`config.mk`:
```
export PLATFORM = sky130hd
export DESIGN_NAME = i2s_rx
export DESIGN_NICKNAME = d
export VERILOG_FILES = /design/src/rtl/i2s_pkg.sv /design/src/rtl/i2s_sync.sv /design/src/rtl/i2s_rx.sv
export SDC_FILE = /design/constraint.sdc
export NUM_CORES = 1
export LEC_CHECK = 0
export BUFFER_PORTS_ARGS = -buffer_cell sky130_fd_sc_hd__clkbuf_2
export CORE_MARGIN = 2
export CORE_UTILIZATION = 40
export DETAILED_ROUTE_END_ITERATION = 8
export PLACE_DENSITY = 0.58
export SYNTH_ARGS = -nofsm -noshare
export SYNTH_HDL_FRONTEND = slang
export SYNTH_SLANG_ARGS = --single-unit
```
`constraint.sdc`:
```
create_clock -name clk -period 2.3 [get_ports clk]
set_clock_uncertainty 0.15 [all_clocks]
set_input_delay 0 -clock clk [delete_from_list [all_inputs] [get_ports clk]]
set_output_delay 0 -clock clk [all_outputs]
set_load 0.05 [all_outputs]
```
`src/rtl/i2s_pkg.sv`:
```
// Shared types and constants for the I2S receive path.
package i2s_pkg;

   // Capture state machine states.
   typedef enum logic [1:0] {
      UNLOCKED = 2'd0,
      CAPTURE  = 2'd1,
      PAD      = 2'd2
   } i2s_state_e;

   localparam int   I2S_DATA_W_DEFAULT = 24;

   // Channel encoding follows the lrclk level: 0 = left, 1 = right.
   localparam logic I2S_CH_L = 1'b0;
   localparam logic I2S_CH_R = 1'b1;

endpackage

```
`src/rtl/i2s_sync.sv`:
```
// Multi-flop synchronizer for the asynchronous I2S pins.
// Bit edge_in gets a history flop and a rising-edge pulse; data_in only
// goes through the plain synchronizer path, with the same depth so that
// data and the detected edge stay aligned.
module i2s_sync #(
   parameter int STAGES = 2,
   parameter int WIDTH  = 2
) (
   input  logic             clk,
   input  logic             rst_n,
   input  logic             edge_in,
   input  logic [WIDTH-1:0] data_in,
   output logic             rise,
   output logic [WIDTH-1:0] data_out
);

   // Bit 0 carries the edge-detected signal, the upper bits carry data.
   logic [WIDTH:0] stage_r [STAGES];
   logic           hist_r;

   // Synchronizer chain plus one history flop on the edge-detected bit.
   always_ff @(posedge clk or negedge rst_n) begin
      if (!rst_n) begin
         for (int i = 0; i < STAGES; i++) begin
            stage_r[i] <= '0;
         end
         hist_r <= 1'b0;
      end else begin
         stage_r[0] <= {data_in, edge_in};
         for (int i = 1; i < STAGES; i++) begin
            stage_r[i] <= stage_r[i-1];
         end
         hist_r <= stage_r[STAGES-1][0];
      end
   end

   assign rise     = stage_r[STAGES-1][0] & ~hist_r;
   assign data_out = stage_r[STAGES-1][WIDTH:1];

endmodule

```
`src/rtl/i2s_rx.sv`:
```
// I2S receive deserializer: aligns to the left-channel boundary, captures
// DATA_W bits per slot MSB first and presents left/right pairs through a
// valid/ready handshake with sticky overrun and short-slot error flags.
module i2s_rx
   import i2s_pkg::*;
#(
   parameter int DATA_W      = I2S_DATA_W_DEFAULT,
   parameter int SYNC_STAGES = 2
) (
   input  logic              clk,
   input  logic              rst_n,
   input  logic              en,
   input  logic              bclk,
   input  logic              lrclk,
   input  logic              sdata,
   output logic [DATA_W-1:0] out_l,
   output logic [DATA_W-1:0] out_r,
   output logic              out_valid,
   input  logic              out_ready,
   output logic              locked,
   output logic              overrun,
   output logic              frame_err
);

   localparam int              CNT_W    = $clog2(DATA_W + 1);
   localparam logic [CNT_W-1:0] CNT_FULL = CNT_W'(DATA_W);
   localparam logic [CNT_W-1:0] CNT_LAST = CNT_W'(DATA_W - 1);
   localparam logic [CNT_W-1:0] CNT_ZERO = CNT_W'(0);
   localparam logic [CNT_W-1:0] CNT_ONE  = CNT_W'(1);

   logic              rise_s;
   logic [1:0]        pins_s;
   logic              lr_s;
   logic              d_s;
   logic              pair_s;

   i2s_state_e        state_r;
   logic [CNT_W-1:0]  cnt_r;
   logic [DATA_W-1:0] shreg_r;
   logic [DATA_W-1:0] hold_l_r;
   logic              have_l_r;
   logic              ch_r;
   logic              lr_prev_r;
   logic              split_r;
   logic              nxt_ch_r;
   logic              locked_r;
   logic              frame_err_r;
   logic [DATA_W-1:0] out_l_r;
   logic [DATA_W-1:0] out_r_r;
   logic              out_valid_r;
   logic              overrun_r;

   i2s_sync #(
      .STAGES (SYNC_STAGES),
      .WIDTH  (2)
   ) u_sync (
      .clk      (clk),
      .rst_n    (rst_n),
      .edge_in  (bclk),
      .data_in  ({sdata, lrclk}),
      .rise     (rise_s),
      .data_out (pins_s)
   );

   assign lr_s = pins_s[0];
   assign d_s  = pins_s[1];

   // A pair is ready when a right word completes after a completed left word.
   always_comb begin
      pair_s = 1'b0;
      if (en && (state_r == CAPTURE) && (cnt_r == CNT_FULL) &&
          (ch_r == I2S_CH_R) && have_l_r) begin
         pair_s = 1'b1;
      end else begin
         pair_s = 1'b0;
      end
   end

   // Alignment, bit capture and word completion state machine.
   // With slots of exactly DATA_W bclks the LSB of a word arrives on the
   // first rise of the next slot (the I2S one-bit delay). A boundary seen
   // with exactly one bit missing therefore takes that bit, completes the
   // word, and remembers the new channel in nxt_ch_r for the cycle after.
   always_ff @(posedge clk or negedge rst_n) begin
      if (!rst_n) begin
         state_r     <= UNLOCKED;
         cnt_r       <= CNT_ZERO;
         shreg_r     <= '0;
         hold_l_r    <= '0;
         have_l_r    <= 1'b0;
         ch_r        <= I2S_CH_L;
         lr_prev_r   <= 1'b0;
         split_r     <= 1'b0;
         nxt_ch_r    <= I2S_CH_L;
         locked_r    <= 1'b0;
         frame_err_r <= 1'b0;
      end else begin
         if (rise_s) begin
            lr_prev_r <= lr_s;
         end
         if (!en) begin
            state_r  <= UNLOCKED;
            cnt_r    <= CNT_ZERO;
            have_l_r <= 1'b0;
            split_r  <= 1'b0;
            locked_r <= 1'b0;
         end else begin
            case (state_r)
               UNLOCKED: begin
                  locked_r <= 1'b0;
                  if (rise_s && (lr_prev_r == 1'b1) && (lr_s == 1'b0)) begin
                     state_r  <= CAPTURE;
                     cnt_r    <= CNT_ZERO;
                     ch_r     <= I2S_CH_L;
                     split_r  <= 1'b0;
                     locked_r <= 1'b1;
                  end
               end
               CAPTURE: begin
                  if (cnt_r == CNT_FULL) begin
                     if (ch_r == I2S_CH_L) begin
                        hold_l_r <= shreg_r;
                        have_l_r <= 1'b1;
                     end else begin
                        have_l_r <= 1'b0;
                     end
                     if (split_r) begin
                        state_r <= CAPTURE;
                        cnt_r   <= CNT_ZERO;
                        ch_r    <= nxt_ch_r;
                        split_r <= 1'b0;
                     end else begin
                        state_r <= PAD;
                     end
                  end else if (rise_s) begin
                     if (lr_s == lr_prev_r) begin
                        shreg_r <= {shreg_r[DATA_W-2:0], d_s};
                        cnt_r   <= cnt_r + CNT_ONE;
                     end else if (cnt_r == CNT_LAST) begin
                        shreg_r  <= {shreg_r[DATA_W-2:0], d_s};
                        cnt_r    <= cnt_r + CNT_ONE;
                        split_r  <= 1'b1;
                        nxt_ch_r <= lr_s;
                     end else begin
                        frame_err_r <= 1'b1;
                        have_l_r    <= 1'b0;
                        ch_r        <= lr_s;
                        cnt_r       <= CNT_ZERO;
                     end
                  end
               end
               PAD: begin
                  if (rise_s && (lr_s != lr_prev_r)) begin
                     state_r <= CAPTURE;
                     ch_r    <= lr_s;
                     cnt_r   <= CNT_ZERO;
                  end
               end
               default: begin
                  state_r  <= UNLOCKED;
                  locked_r <= 1'b0;
               end
            endcase
         end
      end
   end

   // Output pair register with valid/ready handshake and sticky overrun.
   always_ff @(posedge clk or negedge rst_n) begin
      if (!rst_n) begin
         out_l_r     <= '0;
         out_r_r     <= '0;
         out_valid_r <= 1'b0;
         overrun_r   <= 1'b0;
      end else if (pair_s) begin
         if (!out_valid_r || out_ready) begin
            out_l_r     <= hold_l_r;
            out_r_r     <= shreg_r;
            out_valid_r <= 1'b1;
         end else begin
            overrun_r <= 1'b1;
         end
      end else if (out_valid_r && out_ready) begin
         out_valid_r <= 1'b0;
      end else begin
         out_valid_r <= out_valid_r;
      end
   end

   assign out_l     = out_l_r;
   assign out_r     = out_r_r;
   assign out_valid = out_valid_r;
   assign locked    = locked_r;
   assign overrun   = overrun_r;
   assign frame_err = frame_err_r;

endmodule
```
### Word-level counts from Yosys, hierarchy flattened

Index checks and enable logic that the tools add are counted.

* add/sub/neg operators: 1
* reduce and logical (&&, ||, !) cells: 27
* muxes and demuxes: 45
* bitwise gates (word level): 8
* equal/unequal tests: 27

Operators by type and width (count)
* 24-bit 2-to-1 mux: 2
* 5-bit 2-to-1 mux: 8
* 1-bit 2-to-1 mux: 25
* 3-bit inequality test, second input constant: 7
* 5-bit case mux with 3 select lines: 1
* 5-bit AND reduction: 3
* 6-bit AND reduction: 2
* 5-bit equality test, second input constant: 2
* 2-bit 2-to-1 mux: 5
* 1-bit logical AND: 8
* 4-bit inequality test, second input constant: 2
* 4-bit AND reduction: 2
* 8-bit AND reduction: 1
* 1-bit NOT: 7
* 2-bit inequality test, second input constant: 3
* 3-bit by 1-bit inequality test with 1-bit output, second input constant: 2
* 3-bit by 2-bit inequality test with 1-bit output, second input constant: 2
* 2-bit case mux with 3 select lines: 1
* 2-bit AND reduction: 3
* 5-bit by 1-bit adder with 5-bit output, second input constant: 1
* 2-bit by 1-bit inequality test with 1-bit output, second input constant: 2
* 4-bit by 1-bit inequality test with 1-bit output, second input constant: 1
* 4-bit by 2-bit inequality test with 1-bit output, second input constant: 1
* 4-bit by 3-bit inequality test with 1-bit output, second input constant: 1
* 14 further kinds: 16

* flip-flop bits (word level): 119
* output and inout bits: 52

### Logic depth before layout (Yosys ltp)

Gate-level depths: netlist of run 1.

* word-level depth: 8
* depth in mapped cells: 8
* mapped depth without buffers: 7

### Cells and area by module

Synthesis of run 1 repeated with hierarchy kept, for this count alone.

* cells, all modules: 323
* area total of the unflattened synthesis: 4882.2 um^2

Modules (own cells, without submodules)
* i2s_rx: area each 4678.2 um^2, times used 1, cells an instance 313, seq. area each 2802.7 um^2
* i2s_sync: area each 203.9 um^2, times used 1, cells an instance 10, seq. area each 175.2 um^2

### Worst setup path before layout of run 1

Ideal clock, no wire load.

* path type: reg-to-reg
* start: reg state_r[1]
* end: reg shreg_r[14]
* arrival: 1.814 ns
* cell stages (with the launch flop): 8
* setup slack: 0.211 ns
* required time: 2.025 ns
* cells stage by stage: dfrtp_1 -> inv_1 -> ha_1 -> buf_2 -> nand3_2 -> a211oi_4 -> buf_6 -> mux2_2

* word-level cells in the longest chain between the ends: 2

Ends and longest elaborated chain
* start, declared: line i2s_rx.sv:37 `i2s_state_e state_r;`
* start signal, assigned: line i2s_rx.sv:86 `state_r <= UNLOCKED;`
* start signal, assigned: line i2s_rx.sv:102 `state_r <= UNLOCKED;`
* start signal, assigned: line i2s_rx.sv:112 `state_r <= CAPTURE;`
* 2-bit by 1-bit equality test with 1-bit output: line i2s_rx.sv:108 `case (state_r)`
* 5-bit AND reduction (no source line)
* end signal, assigned: line i2s_rx.sv:137 `shreg_r <= {shreg_r[DATA_W-2:0], d_s};`
* end signal, assigned: line i2s_rx.sv:140 `shreg_r <= {shreg_r[DATA_W-2:0], d_s};`
* end, declared: line i2s_rx.sv:39 `logic [DATA_W-1:0] shreg_r;`

No other way between the ends.
A chain may end at the register's enable or synchronous reset.

### Final worst setup path of run 1

Same ends and word-level chain as after synthesis.

==> results of run 1 <==
report_power, final:
group | switching, mW | internal (mW) | total [mW]
combinational | 0.235 | 0.121 | 0.357
sequential | 0.0373 | 2.14 | 2.17
clock | 0.891 | 1.78 | 2.67
what timing repair did:
action                                  in CTS  in global routing
endpoints found under the setup margin       0                  1
endpoints found under the hold margin      133                  0
gates resized for setup                      0                  1
hold buffers                                 6                  0
per-stage QoR:
stage / instance area (µm²) / hold WS (ps) / cells / setup WS [ps] / power, mW
finish: 5970 / 72.8 / 565 / 174 / 5.20
detailed placement: 5300 / -38.6 / 527 / 190 / 2.55
global route: 5970 / 86.1 / 565 / 47.0 / 5.40
floorplan: 4830 / -446 / 327 / 211 / 2.42
global placement: 5300 / -41.0 / 527 / 192 / 2.54
CTS: 5960 / 74.7 / 565 / 168 / 5.25
path summary, 6_finish.rpt:
kind                              startpoint                end  depth (start not counted)
max                               state_r[1]        shreg_r[14]                          6
min                                    rst_n          out_l[20]                          3
max reg2reg                       state_r[1]        shreg_r[14]                          6
min reg2reg                u_sync.stage_r[3]  u_sync.stage_r[0]                          0
max in group asynchronous              rst_n        hold_l_r[3]                          3
min in group clk                       lrclk  u_sync.stage_r[4]                          2
state kept, by name, summed over array words and instances, names as in the netlist, 2 cells and up:
name	count
shreg_r	24
u_sync.data_out	2
out_r	24
out_l	24
hold_l_r	24
state_r	2
u_sync.stage_r	4
cnt_r	5
cell usage after synthesis, drive strengths merged:
cell,instances
nor2,7
a211oi,2
mux2,97
xor2,1
nand2,17
a31oi,4
buf,13
inv,10
and4b,1
a32oi,2
o21bai,2
nand3,8
a32o,2
clkbuf,1
mux2i,1
a21bo,1
and4bb,2
nand4,1
nor2b,2
dfrtp,119
o211ai,1
o22ai,3
nor3,4
nor4,1
o41ai,1
nand2b,2
ha,6
a41oi,1
nand4b,2
a22oi,1
and2,1
o21ai,7
a31o,1
a21o,1
a21oi,1
and3,1
critical path, cell delays in order, from the launching register on:
cell	delay, ps
dfrtp_1	400
inv_1	110
ha_1	350
nand3_2	170
a211oi_4	230
buf_12	230
mux2_2	350
layout make-up:
type | instances | area [µm²] | share of cell area, %
Multi-Input combinational cell | 184 | 1720 | 28.9
Clock inverter | 9 | 123 | 2.05
Clock buffer | 23 | 478 | 8.01
Sequential cell | 119 | 2980 | 49.9
Tap cell | 147 | 184 | 3.08
Inverter | 10 | 37.5 | 0.629
Timing Repair Buffer | 73 | 445 | 7.46
cell families (layout without fill, tap and decap cells):
family / count (synthesis) / in the layout / share of synthesized area [%]
adder cells (fa/ha/maj): 6 / 6 / 1.55
XOR/XNOR: 1 / 1 / 0.337
buffers and inverters: 24 / 115 / 3.13
multiplexers: 98 / 98 / 22.8
AO/OA/AOI/OAI: 30 / 30 / 4.79
AND/OR/NAND/NOR: 49 / 49 / 5.70
flip-flops: 119 / 119 / 61.7
per-layer routing:
layer / vias up / share of wire, % / track usage, %
li1: 1325 / - / -
met1: 1444 / 47 / 20.4
met2: 68 / 46 / 22.4
met3: 17 / 4.9 / 5.74
met4: 0 / 1.9 / 6.59
met5: - / 0 / 0
==> summary.md, run 1 <==
| Metric | Value |
|---|---|
| Register bit count reported by yosys | `119` |
| CTS Sinks | `119` |
| Area contributors post-synth | `dfrtp_1 (62%), mux2_2 (20%), mux2_1 (2.6%)` |
| Die height | `114 µm` |
| Area leader, netlist | `dfrtp_1` |
| Tcrit/Tclk final | `92.4%` |
| Worst Tran Pin Value | `630 ps` |
| Area growth from synthesis to layout | `23.6%` |
| Final Slew Violations | `0` |
| Final ANT Viol Nets | `0` |
| Synth Net Count | `340` |
| Via Count | `2854` |
| Share of the synthesized area in the top cell type | `61.7%` |
| Synthesized netlist cell count | `327` |
| Mean post-synth cell area | `14.8 µm²` |
| Core Util, Final | `50.1%` |
| R2R setup slack | `170 ps` |
| Worst VDD drop | `0.446 mV` |
| Num CTS Buffers | `17` |
| Crit Path Max Fanout | `27` |
| Root buffer cell | `clkbuf_16` |
| Routed wire per std cell | `15.9 µm` |
| Synth unique cells | `45` |
| Drt drc | `0` |
| First-pass GRT wire length | `15.1 mm` |
| CTS tree | `built` |
| Final count of hold timing violations | `0` |
| First-pass DRT Iterations | `5` |
| FMAX | `470 MHz` |
| Yosys warns | `0` |
| Critical path type | `reg -> reg` |
| Post-CTS Setup Repair Bufs | `0` |
| Fin nets | `418` |
| Most frequent cells in the layout | `dfrtp_1 (119), mux2_2 (86), clkbuf_2 (57)` |
| Largest net degree at the start of global routing | `120` |
| Fillcell total | `1043` |
| Vias in the first global route | `2931` |
| Clk_lat worst skew | `420 ps` |
| GP Congestion | `0.835` |
| Initial antenna violation count | `0` |
| WP data arrival | `2270 ps` |
| LEAKAGE | `3.06 nW` |
| Worst EP required | `2450 ps` |
| Setup Viol. Count Final | `0` |
| Layout cell share with drive strength beyond 1 | `46.2%` |
| Hold Crit Class | `in -> async` |
| Total GRT Usage | `15.3%` |
| Cell area power density | `871 nW/µm²` |
| Die W | `114 µm` |
| Critical path capture point type | `flop` |
| TNS Setup | `0 ps` |
| N_diodes | `0` |
| First DRT Iteration DRCs | `123` |
| Row Count | `40` |
| Clk buf depth | `2` |
| PortBufs | `58` |
| Most common cell after layout, fill and taps aside | `dfrtp_1` |
| DP Wirelength | `5.63 mm` |
| Ports | `59` |
| Run status | `completed` |
| Max-Cap Viols | `0` |
| Startpoint Class | `flop` |
| RSZ-0062 raised after global routing | `false` |
| Sequential-to-total area share from yosys stat | `61.7%` |
| Die Footprint | `13000 µm²` |
| Cell area after synthesis | `4830 µm²` |
| Slew margin rel. | `58.0%` |
| Drt total wl | `8.97 mm` |
| Core area | `11900 µm²` |
| Gr ovfl total | `0` |
| Clock slew at reported path FFs | `60 ps` |
| Initial core utilization | `40.5%` |
| Tmin final | `2130 ps` |
| Vias per cell | `5.05` |
| H-tree lvl count | `4` |
(Power assumes the default switching activity.)
==> run 2: changes to the inputs <==
--- a/config.mk
+++ b/config.mk
@@ -9,6 +9,7 @@
 export CORE_MARGIN = 2
 export CORE_UTILIZATION = 40
 export DETAILED_ROUTE_END_ITERATION = 8
+export MAX_ROUTING_LAYER = met4
 export PLACE_DENSITY = 0.58
 export SYNTH_ARGS = -nofsm -noshare
 export SYNTH_HDL_FRONTEND = slang
==> run 2 against run 1 <==
Against the previous run:
- global-route usage rose by 0.61 points
- register-to-register slack barely moved
- critical endpoint is now out_l[19]
- highest routed layer unchanged
- combinational power fell by 4%
- clock-buffer cell count fell by 1
- sequential power barely moved
==> summary.md, run 2 (same netlist as run 1, synthesis figures left out) <==
| Metric | Value |
|---|---|
| Run status | `completed` |
| Post_cts resized | `0` |
| DP Wirelength | `5.49 mm` |
| Cell area power density | `854 nW/µm²` |
| Worst R2R Path Depth | `6` |
| Tcrit/Tclk final | `92.2%` |
| Post-CTS Setup Repair Bufs | `0` |
| Final Slew Violations | `0` |
| Most frequent cells in the layout | `dfrtp_1 (119), mux2_2 (86), clkbuf_2 (57)` |
| CTS Sinks | `119` |
| Hold Crit Class | `in -> async` |
| Area growth from synthesis to layout | `23.0%` |
| Hold_ws | `27.2 ps` |
| Ports | `59` |
| Largest net degree at the start of global routing | `120` |
| Fillcell total | `1064` |
| Num CTS Buffers | `17` |
| Vias per cell | `5.05` |
| Initial core utilization | `40.5%` |
| Die height | `114 µm` |
| Layout cell share with drive strength beyond 1 | `46.3%` |
| RSZ-0062 raised after global routing | `false` |
| Gr ovfl total | `0` |
| Tmin final | `2120 ps` |
| Fin nets | `419` |
| Slew margin rel. | `54.8%` |
| Worst VDD drop | `0.496 mV` |
| GP Congestion | `0.790` |
| Worst Tran Pin Value | `677 ps` |
| Worst EP required | `2440 ps` |
| Die Footprint | `13000 µm²` |
| Drt drc | `0` |
| Die W | `114 µm` |
| FMAX | `472 MHz` |
| Clock slew at reported path FFs | `50 ps` |
| Worst slack, placed | `197 ps` |
| First DRT Iteration DRCs | `124` |
| Root buffer cell | `clkbuf_16` |
| Critical path capture point type | `flop` |
| PortBufs | `58` |
| Routed wire per std cell | `15.7 µm` |
| Max-Cap Viols | `0` |
| Most common cell after layout, fill and taps aside | `dfrtp_1` |
| Final ANT Viol Nets | `0` |
| Post-CTS Hold Buffers | `6` |
| LEAKAGE | `3.05 nW` |
| Setup Viol. Count Final | `0` |
| Clk buf depth | `2` |
| Core area | `11900 µm²` |
| Critical path type | `reg -> reg` |
| N_diodes | `0` |
| R2R setup slack | `180 ps` |
| Drt total wl | `8.86 mm` |
| First-pass GRT wire length | `15.1 mm` |
| Worst Setup SP | `cnt_r[0]` |
| R2R Path Start | `cnt_r[0]` |
| H-tree lvl count | `4` |
| Startpoint Class | `flop` |
| PnR worst setup slack | `179 ps` |
| Final count of hold timing violations | `0` |
| CTS tree | `built` |
| Row Count | `40` |
| Total GRT Usage | `15.9%` |
| Clk_lat worst skew | `410 ps` |
| WP data arrival | `2260 ps` |
| Initial antenna violation count | `0` |
| Via Count | `2846` |
| First-pass DRT Iterations | `4` |
| Vias in the first global route | `2966` |
| Crit Path Max Fanout | `24` |
| TNS Setup | `0 ps` |
run 2: worst paths after layout:
kind                                            to
max in group asynchronous                     ch_r
worst min-delay path                    state_r[0]
worst max-delay path                     out_l[19]
worst max register to register           out_l[19]
min in group clk                 u_sync.stage_r[5]
worst min register to register  u_sync.data_out[1]
run 2: layer usage:
layer	up-vias	part of all wire [%]	wire length (µm)	GRT usage, %
met1	1465	49	4300	20.6
met2	50	45	4020	21.6
li1	1321	-	-	-
met3	10	4.5	396	6.70
met5	-	0	0	-
met4	0	1.5	136	7.24
run 2: worst max-delay path: stages, from the launching register on:
cell,delay [ps]
dfrtp_1,380
inv_1,90
ha_1,220
and4b_1,310
nand4_4,130
buf_4,330
mux2_2,380
run 2: through the flow:
step | cell area [µm²] | cells | total power, mW | util [%]
floorplan | 4830 | 327 | 2.42 | -
global placement | 5310 | 528 | 2.54 | 44.6
detailed placement | 5310 | 528 | 2.55 | 44.6
CTS | 5940 | 564 | 5.15 | 49.9
global route | 5940 | 564 | 5.29 | 49.9
finish | 5940 | 564 | 5.07 | 49.9
run 2: area by class of cell:
class	count	area [µm²]	area share (%)
Clock buffer	22	474	7.98
Multi-Input combinational cell	184	1720	28.9
Timing Repair Buffer	74	453	7.62
Clock inverter	8	98.8	1.66
Inverter	10	37.5	0.632
Sequential cell	119	2980	50.1
Tap cell	147	184	3.10
run 2: power by group:
part | switching, mW | internal (mW)
sequential | 0.0363 | 2.14
combinational | 0.227 | 0.117
clock | 0.895 | 1.66
total | 1.16 | 3.91
